===== src/rtl/uart_rx_os16_if.sv =====
// Host-side byte handshake and error pulses of the 16x-oversampling UART receiver.
// master = receiver (produces bytes), slave = consumer (register/FIFO logic).
interface uart_rx_os16_if;
    logic [7:0] rx_data;
    logic       rx_valid;
    logic       rx_ready;
    logic       frame_err;
    logic       overrun;
    logic       parity_err;

    modport master (
        output rx_data,
        output rx_valid,
        output frame_err,
        output overrun,
        output parity_err,
        input  rx_ready
    );

    modport slave (
        input  rx_data,
        input  rx_valid,
        input  frame_err,
        input  overrun,
        input  parity_err,
        output rx_ready
    );
endinterface


===== src/rtl/uart_rx_os16.sv =====
// UART receiver: 2-flop rx synchroniser, per-baud 16x tick generator, 8N1 deserialiser with handshake.
// Define UART_RX_PARITY_EN to receive 8E1 frames and drive parity_err.
module uart_rx_os16 #(
    parameter int unsigned CLK_HZ = 50_000_000,
    parameter int unsigned OS     = 16
) (
    input  logic           clk,
    input  logic           rst,
    input  logic [1:0]     baud_sel,
    input  logic           rx,
    uart_rx_os16_if.master bus
);
    // Rounded clocks per oversampling tick for each baud rate
    localparam int unsigned DIV_1200 = (CLK_HZ + 1200 * OS / 2) / (1200 * OS);
    localparam int unsigned DIV_2400 = (CLK_HZ + 2400 * OS / 2) / (2400 * OS);
    localparam int unsigned DIV_4800 = (CLK_HZ + 4800 * OS / 2) / (4800 * OS);
    localparam int unsigned DIV_9600 = (CLK_HZ + 9600 * OS / 2) / (9600 * OS);
    localparam int unsigned TW       = $clog2(DIV_1200 + 1);
    localparam int unsigned OSW      = $clog2(OS);
    localparam logic [OSW-1:0] OS_MID  = OSW'(OS / 2 - 1);
    localparam logic [OSW-1:0] OS_LAST = OSW'(OS - 1);

    typedef enum logic [2:0] {
        IDLE,
        START,
        DATA,
`ifdef UART_RX_PARITY_EN
        PARITY,
`endif
        STOP,
        BREAK
    } state_t;

    state_t         state_q, state_d;
    logic           rx_meta, rxs;
    logic [1:0]     baud_q, baud_d;
    logic [TW-1:0]  tick_q, tick_d;
    logic [TW-1:0]  div_m1;
    logic           tick_c;
    logic [OSW-1:0] os_q, os_d;
    logic [2:0]     bit_q, bit_d;
    logic [7:0]     shift_q, shift_d;
    logic [7:0]     data_q, data_d;
    logic           valid_q, valid_d;
    logic           ferr_q, ferr_d;
    logic           ovr_q, ovr_d;
`ifdef UART_RX_PARITY_EN
    logic           par_q, par_d;
    logic           perr_q, perr_d;
`endif

    // Terminal count of the tick counter for the baud latched at the start edge
    always_comb begin
        case (baud_q)
            2'b00:   div_m1 = TW'(DIV_1200 - 1);
            2'b01:   div_m1 = TW'(DIV_2400 - 1);
            2'b10:   div_m1 = TW'(DIV_4800 - 1);
            default: div_m1 = TW'(DIV_9600 - 1);
        endcase
    end

    assign tick_c = (tick_q == div_m1);

    // Next-state, datapath and output pulse logic
    always_comb begin
        state_d = state_q;
        baud_d  = baud_q;
        tick_d  = tick_q;
        os_d    = os_q;
        bit_d   = bit_q;
        shift_d = shift_q;
        data_d  = data_q;
        valid_d = valid_q & ~bus.rx_ready;
        ferr_d  = 1'b0;
        ovr_d   = 1'b0;
`ifdef UART_RX_PARITY_EN
        par_d   = par_q;
        perr_d  = 1'b0;
`endif
        if (state_q != IDLE) begin
            tick_d = tick_c ? '0 : tick_q + TW'(1);
        end

        case (state_q)
            IDLE: begin
                tick_d = '0;
                os_d   = '0;
                bit_d  = '0;
                if (!rxs) begin
                    baud_d  = baud_sel;
                    state_d = START;
                end
            end
            START: begin
                if (tick_c) begin
                    if (os_q == OS_MID) begin
                        os_d    = '0;
                        state_d = rxs ? IDLE : DATA;
                    end else begin
                        os_d = os_q + OSW'(1);
                    end
                end
            end
            DATA: begin
                if (tick_c) begin
                    os_d = (os_q == OS_LAST) ? '0 : os_q + OSW'(1);
                    if (os_q == OS_LAST) begin
                        shift_d = {rxs, shift_q[7:1]};
                        bit_d   = bit_q + 3'd1;
                        if (bit_q == 3'd7) begin
`ifdef UART_RX_PARITY_EN
                            state_d = PARITY;
`else
                            state_d = STOP;
`endif
                        end
                    end
                end
            end
`ifdef UART_RX_PARITY_EN
            PARITY: begin
                if (tick_c) begin
                    os_d = (os_q == OS_LAST) ? '0 : os_q + OSW'(1);
                    if (os_q == OS_LAST) begin
                        par_d   = rxs;
                        state_d = STOP;
                    end
                end
            end
`endif
            STOP: begin
                if (tick_c) begin
                    os_d = (os_q == OS_LAST) ? '0 : os_q + OSW'(1);
                    if (os_q == OS_LAST) begin
                        if (rxs) begin
                            // Overwrite even if the previous byte is unread
                            data_d  = shift_q;
                            valid_d = 1'b1;
                            ovr_d   = valid_q & ~bus.rx_ready;
`ifdef UART_RX_PARITY_EN
                            perr_d  = (^shift_q) != par_q;
`endif
                            state_d = IDLE;
                        end else begin
                            ferr_d  = 1'b1;
                            state_d = BREAK;
                        end
                    end
                end
            end
            BREAK: begin
                if (rxs) begin
                    state_d = IDLE;
                end
            end
            default: state_d = IDLE;
        endcase
    end

    // State and datapath registers, synchronous active-high reset
    always_ff @(posedge clk) begin
        if (rst) begin
            state_q <= IDLE;
            rx_meta <= 1'b1;
            rxs     <= 1'b1;
            baud_q  <= 2'b00;
            tick_q  <= '0;
            os_q    <= '0;
            bit_q   <= 3'd0;
            shift_q <= 8'h00;
            data_q  <= 8'h00;
            valid_q <= 1'b0;
            ferr_q  <= 1'b0;
            ovr_q   <= 1'b0;
`ifdef UART_RX_PARITY_EN
            par_q   <= 1'b0;
            perr_q  <= 1'b0;
`endif
        end else begin
            state_q <= state_d;
            rx_meta <= rx;
            rxs     <= rx_meta;
            baud_q  <= baud_d;
            tick_q  <= tick_d;
            os_q    <= os_d;
            bit_q   <= bit_d;
            shift_q <= shift_d;
            data_q  <= data_d;
            valid_q <= valid_d;
            ferr_q  <= ferr_d;
            ovr_q   <= ovr_d;
`ifdef UART_RX_PARITY_EN
            par_q   <= par_d;
            perr_q  <= perr_d;
`endif
        end
    end

    assign bus.rx_data   = data_q;
    assign bus.rx_valid  = valid_q;
    assign bus.frame_err = ferr_q;
    assign bus.overrun   = ovr_q;
`ifdef UART_RX_PARITY_EN
    assign bus.parity_err = perr_q;
`else
    assign bus.parity_err = 1'b0;
`endif
endmodule


===== src/flat_wrapper.sv =====
// flat-port wrapper written by rule: the top's interface ports become plain ports
module uart_rx_os16_flat 
#(
    parameter int unsigned CLK_HZ = 50_000_000,
    parameter int unsigned OS     = 16
)
  (clk, rst, baud_sel, rx, bus_rx_data, bus_rx_valid, bus_frame_err, bus_overrun, bus_parity_err, bus_rx_ready);
  uart_rx_os16_if bus_i ();
  input  logic clk;
  input  logic rst;
  input  logic [1:0] baud_sel;
  input  logic rx;
  output wire logic [$bits(bus_i.rx_data)-1:0] bus_rx_data;
  output wire logic [$bits(bus_i.rx_valid)-1:0] bus_rx_valid;
  output wire logic [$bits(bus_i.frame_err)-1:0] bus_frame_err;
  output wire logic [$bits(bus_i.overrun)-1:0] bus_overrun;
  output wire logic [$bits(bus_i.parity_err)-1:0] bus_parity_err;
  input wire logic [$bits(bus_i.rx_ready)-1:0] bus_rx_ready;
  assign bus_rx_data = bus_i.rx_data;
  assign bus_rx_valid = bus_i.rx_valid;
  assign bus_frame_err = bus_i.frame_err;
  assign bus_overrun = bus_i.overrun;
  assign bus_parity_err = bus_i.parity_err;
  assign bus_i.rx_ready = bus_rx_ready;
  uart_rx_os16 #(.CLK_HZ(CLK_HZ), .OS(OS)) u_core (.clk(clk), .rst(rst), .baud_sel(baud_sel), .rx(rx), .bus(bus_i));
endmodule

===== config.mk =====
export PLATFORM = sky130hd
export DESIGN_NAME = uart_rx_os16_flat
export DESIGN_NICKNAME = d
export VERILOG_FILES = /design/src/rtl/uart_rx_os16_if.sv /design/src/rtl/uart_rx_os16.sv /design/src/flat_wrapper.sv
export SDC_FILE = /design/constraint.sdc
export NUM_CORES = 1
export LEC_CHECK = 0
export CAP_MARGIN = 20
export CORE_MARGIN = 2
export CORE_UTILIZATION = 45
export CTS_BUF_LIST = sky130_fd_sc_hd__clkbuf_8
export DETAILED_ROUTE_END_ITERATION = 10
export SETUP_SLACK_MARGIN = 0.15
export SLEW_MARGIN = 20
export SYNTH_ARGS = -nofsm -noshare
export SYNTH_HDL_FRONTEND = slang
export SYNTH_SLANG_ARGS = --single-unit

===== constraint.sdc =====
create_clock -name clk -period 2.88 [get_ports clk]
set_clock_uncertainty 0.15 [all_clocks]
set_input_delay 0.864 -clock clk [delete_from_list [all_inputs] [get_ports clk]]
set_output_delay 0.864 -clock clk [all_outputs]
set_load 0.005 [all_outputs]

# Word level (Yosys, flattened, before mapping)
# Cells that the tools add are included.
dict set report word_totals {
  reg_bits 45
  in_bits 6
  out_inout_bits 12
  wordCells 83
}
dict set report op_classes {
  n_addsub 3
  n_eq_ne 20
  mux 27
  bitwise 6
  reduce_logical 15
}
# cell count
set ops {}
lappend ops {{$mux 3} 12}
lappend ops {{$pmux 12 s3} 1}
lappend ops {{$ne 2x1->1 const B} 9}
lappend ops {{$mux 4} 4}
lappend ops {{$pmux 3 s5} 1}
lappend ops {{$add 12x1->12 const B} 1}
lappend ops {{$eq 12x12->1} 1}
lappend ops {{$mux 12} 1}
lappend ops {{$pmux 4 s3} 1}
lappend ops {{$reduce_and 3->1} 3}
lappend ops {{$reduce_and 9->1} 1}
lappend ops {{$eq 3x2->1 const B} 2}
lappend ops {{$eq 3x3->1 const B} 2}
lappend ops {{$pmux 3 s2} 1}
lappend ops {{$reduce_bool 3->1} 2}
lappend ops {{$mux 1} 5}
lappend ops {{$not 1->1} 5}
lappend ops {{$reduce_or 5->1} 1}
lappend ops {{$add 4x1->4 const B} 1}
lappend ops {{$eq 4x3->1 const B} 1}
lappend ops {{$eq 4x4->1 const B} 1}
lappend ops {{$reduce_and 4->1} 1}
lappend ops {{$reduce_or 2->1} 2}
lappend ops {{$reduce_or 4->1} 1}
lappend ops {{other kinds (11)} 11}

# Depth between registers and ports, before layout
# Gate-level depths: netlist of run 1.
dict set report depth {
  word_depth 6
  depth_mapped 8
  ltp_nobuf 7
}

# Worst setup path after synthesis of run 1
# No wires, ideal clock.
dict set report synth_timing {
  path_kind {register to register}
  from {register u_core.baud_q[0]}
  to {register u_core.state_q[1]}
  setup_time_ps 117
  arrival_time_ps 1843
  required_ps 2613
  slack_ps 770
  path_stages_with_launch 7
  n_path_buf 0
  synth_period_minus_slack_ps 2110
  path_cell_list {dfxtp_1 nor2b_1 xor2_1 or2b_1 or4_4 o2bb2ai_1 a22o_1}
}
dict set report synth_via {
  elab_chain_cells 5
  elab_cells_between_ends 9
  classes_between {6 x eq/ne; 1 x mux; 2 x reduce/logical}
}
# item line
set synth_rtl {}
lappend synth_rtl {{start, declared} uart_rx_os16.sv:36} ;# logic [1:0] baud_q, baud_d;
lappend synth_rtl {{start signal, assigned} uart_rx_os16.sv:183} ;# baud_q <= baud_d;
lappend synth_rtl {{$eq 2x2->1 (tied with other cells)} uart_rx_os16.sv:54} ;# case (baud_q)
lappend synth_rtl {{$pmux 12 s3 (*)} uart_rx_os16.sv:54}
lappend synth_rtl {{$eq 12x12->1 (*)} uart_rx_os16.sv:62} ;# assign tick_c = (tick_q == div_m1);
lappend synth_rtl {{$ne 2x1->1 (no line)} n/a}
lappend synth_rtl {{$reduce_and 9->1 (no line) (*)} n/a}
lappend synth_rtl {{end signal, assigned} uart_rx_os16.sv:180} ;# state_q <= state_d;
lappend synth_rtl {{end, declared} uart_rx_os16.sv:34} ;# state_t state_q, state_d;
# Every way passes the cells marked *; elsewhere a longest branch is shown, timed or not.
# A chain may end at the register's enable or synchronous reset.

# Worst setup path after layout of run 1
# Ends and elaborated chain as after synthesis.

==> impl_metrics.ini, run 1 <==
[grt]
grt_pass1_vias = 1641
met2_usage = 0.2887
grt_pass1_wl_um = 7707
met3_usage = 0.04801
grt_max_degree = 17
gr-total-overflow = 0
grtUsageTotal = 0.1820
antenna_found_initial = 0
grt_busiest_layer = met2
use_met1 = 0.2443

[sta]
tightest_slew_ns = 0.5052
fmax_mhz = 402.5
timing.final.crit_share = 0.8626
rsz0062_at_grt = false
setup-violations-final = 0
hold_viol_final = 0
slew_headroom = 0.6627
drv_slew = 0
min_period_ns = 2.484
fin_ws_ns = 0.3957
fin_setup_tns_ns = 0

[routing]
vias_per_cell = 5.495
wl_um = 4465
drtIter0Drc = 99
wl_per_cell_um = 14.27
detail-route-antenna-nets = 0
num_vias = 1720
firstDrtPassIters = 4
drc = 0

[synth]
synth_edf_count = 0
yosysSeqAreaShare = 0.4117
postSynthAreaPerCell_um2 = 9.043
synth_cell_types = 51
synth_area_um2 = 2188
ys.warnings.count = 0
yosys-top-cells-area = dfxtp_1 41%, mux2i_1 8.2%, nor2_1 6.2%
syn_inst = 242
yosysTopAreaCell = dfxtp_1
syn_nets = 252
synth_seq_cells = 45
synthArstFlopShare = 0
synth-main-ff-cell = dfxtp_1
synth_top_area_share = 0.4117

[power_and_ir_drop]
power.density_nw_per_um2 = 433.3
ir_drop_uv = 261.2
leakagePower_uw = 0.0009101

[cts]
postCtsHoldBufs = 0
path_clk_slew_ns = 0.09
clock_latency_ns = 0.30
cts_root_buffer = clkbuf_8
ctsResizeCount = 0
cts_buffer_depth = 2
cts_sinks = 45
cts-buffers-inserted = 5
postCtsSetupBuffers = 0
cts_tree = done
h-tree-depth = 2

[die]
core_um2 = 4692
ios = 18
die_y_um = 73.74
floorplan.initialDensity = 0.4664
die-area_um2 = 5437
fp.dieW_um = 73.74
std_cell_rows = 25

[setup_path]
cp_top_family = simple AND/OR/NAND/NOR gates
critPathRequiredTime_ns = 2.92
cp-start-kind = flop
path_cells = nor2b_1 > xor2_1 > or2b_1 > or4_4 > o2bb2ai_1 > a22o_1
path_buf_inv = 0
crit_path_max_incr_delay_ns = 0.62
critPathKind = flop to flop
crit_arrival_ns = 2.53
slowest_stage = dfxtp_1
path_max_fanout = 16
endpoint_kind = flop

[flow_run]
maxCapViolations = 0

[cells_and_area]
nets = 268
finalInstanceArea_um2 = 2504
num_antenna_cells = 0
area_delta_synth_final_pct = 14.41
layout-drive-gt1-share = 0.1004
post-route-util = 0.5336

[placement]
gp_congestion = 0.8408
post-place-ws_ns = 0.4200
place_area_um2 = 2414
portBuffers = 16
dp_hpwl_um = 3176

[min_path]
min_path_type = flop to flop

[run_status]
status = complete, no violations
power by group:
part	switching [µW]	internal (µW)
clock	232	173
combinational	25.3	23.0
sequential	7.15	625
kinds of logic (layout without fill, tap and decap cells):
group,after synthesis,after routing,share of synthesized area
and+or+nand+nor,109,109,0.2882
DFF,45,45,0.4117
AOI/OAI and AO/OA,33,33,0.1001
muxes,19,19,0.08748
buffers and inverters,19,36,0.04002
xor gates and xnor gates,12,12,0.04803
adders and majority gates,4,4,0.02287
other,1,1,0.001714
cell usage in the layout (no fill, tap or decap), types with 2 or more instances in the layout:
master / count
o21ai_0: 6
ha_1: 4
mux2i_1: 18
or2_2: 3
buf_4: 9
nor2b_1: 2
nand2b_1: 7
and3_1: 3
clkbuf_8: 5
nor3b_1: 3
nand4bb_1: 2
nor2_1: 36
xnor2_1: 7
nor3_1: 8
nand4_1: 3
a211o_1: 2
a22o_1: 3
nand3_1: 6
xor2_1: 5
inv_1: 2
a211oi_1: 2
nor4b_1: 5
o22ai_1: 2
or3_1: 2
clkdlybuf4s50_1: 16
dfxtp_1: 45
a21oi_1: 9
nor4bb_1: 2
a31oi_1: 3
and2_1: 2
nand4b_1: 2
nand2_1: 12
routing by layer:
layer	wire, µm	vias up	share of wire
met1	2214	794	0.50
li1	-	893	-
met3	159	6	0.036
met2	2047	27	0.46
met5	0	-	0
met4	44	0	0.0099
path summary, 6_finish.rpt:
| path | start | endpoint | slack (ns) | cells past startpoint |
|---|---|---|---|---|
| worst min register to register | u_core.rx_meta | u_core.rxs | 0.26 | 1 |
| worst min-delay path | u_core.rx_meta | u_core.rxs | 0.26 | 1 |
| worst max-delay path | u_core.baud_q[0] | u_core.state_q[1] | 0.40 | 6 |
| worst max register to register | u_core.baud_q[0] | u_core.state_q[1] | 0.40 | 6 |
stage by stage:
| step | cells | hold WS [ns] | power (µW) |
|---|---|---|---|
| after floorplan | 242 | 0.2395 | 677.0 |
| after global placement | 305 | 0.2418 | 695.6 |
| after detailed placement | 305 | 0.2423 | 695.4 |
| after CTS | 313 | 0.2644 | 1095 |
| after global routing | 313 | 0.2808 | 1131 |
| final | 313 | 0.2638 | 1085 |
flip-flops by register name, indices dropped and copies added, names as in the netlist, 2 cells and up:
signal and flops:
u_core.tick_q 12, u_core.shift_q 8, u_core.os_q 4, u_core.bit_q 3, u_core.bus.rx_data 8, u_core.state_q 3
u_core.baud_q 2
synthesized netlist by cell type (2+ instances only):
library cell	n
or3_1	2
o21ai_0	6
nor2b_1	2
a211oi_1	2
mux2i_1	18
nor3b_1	3
nand4b_1	2
nand4bb_1	2
buf_2	7
xor2_1	5
nand2_1	12
xnor2_1	7
or2_2	3
nor4bb_1	2
a21oi_1	9
and3_1	3
dfxtp_1	45
a31oi_1	3
a211o_1	2
buf_4	2
clkbuf_1	7
inv_1	2
a22o_1	3
nor4b_1	5
ha_1	4
nand3_1	6
o22ai_1	2
nand4_1	3
nand2b_1	7
nor2_1	36
and2_1	2
nor4_1	2
nor3_1	8
layout make-up:
cell class | count | area [µm²]
Clock buffer | 5 | 68.82
Tap cell | 54 | 67.56
Multi-Input combinational cell | 178 | 1206
Sequential cell | 45 | 900.9
Clock inverter | 3 | 21.27
Timing Repair Buffer | 25 | 227.7
Inverter | 3 | 11.26
Fill cell | 441 | 2188
No activity file was read; power rests on OpenSTA's default activity.
==> run 2, diff against run 1 <==
--- a/config.mk
+++ b/config.mk
@@ -8,7 +8,6 @@
 export CAP_MARGIN = 20
 export CORE_MARGIN = 2
 export CORE_UTILIZATION = 45
-export CTS_BUF_LIST = sky130_fd_sc_hd__clkbuf_8
 export DETAILED_ROUTE_END_ITERATION = 10
 export SETUP_SLACK_MARGIN = 0.15
 export SLEW_MARGIN = 20
==> results of run 2 <==
Same layout as run 1: the final DEF is identical, and so are final timing and power.
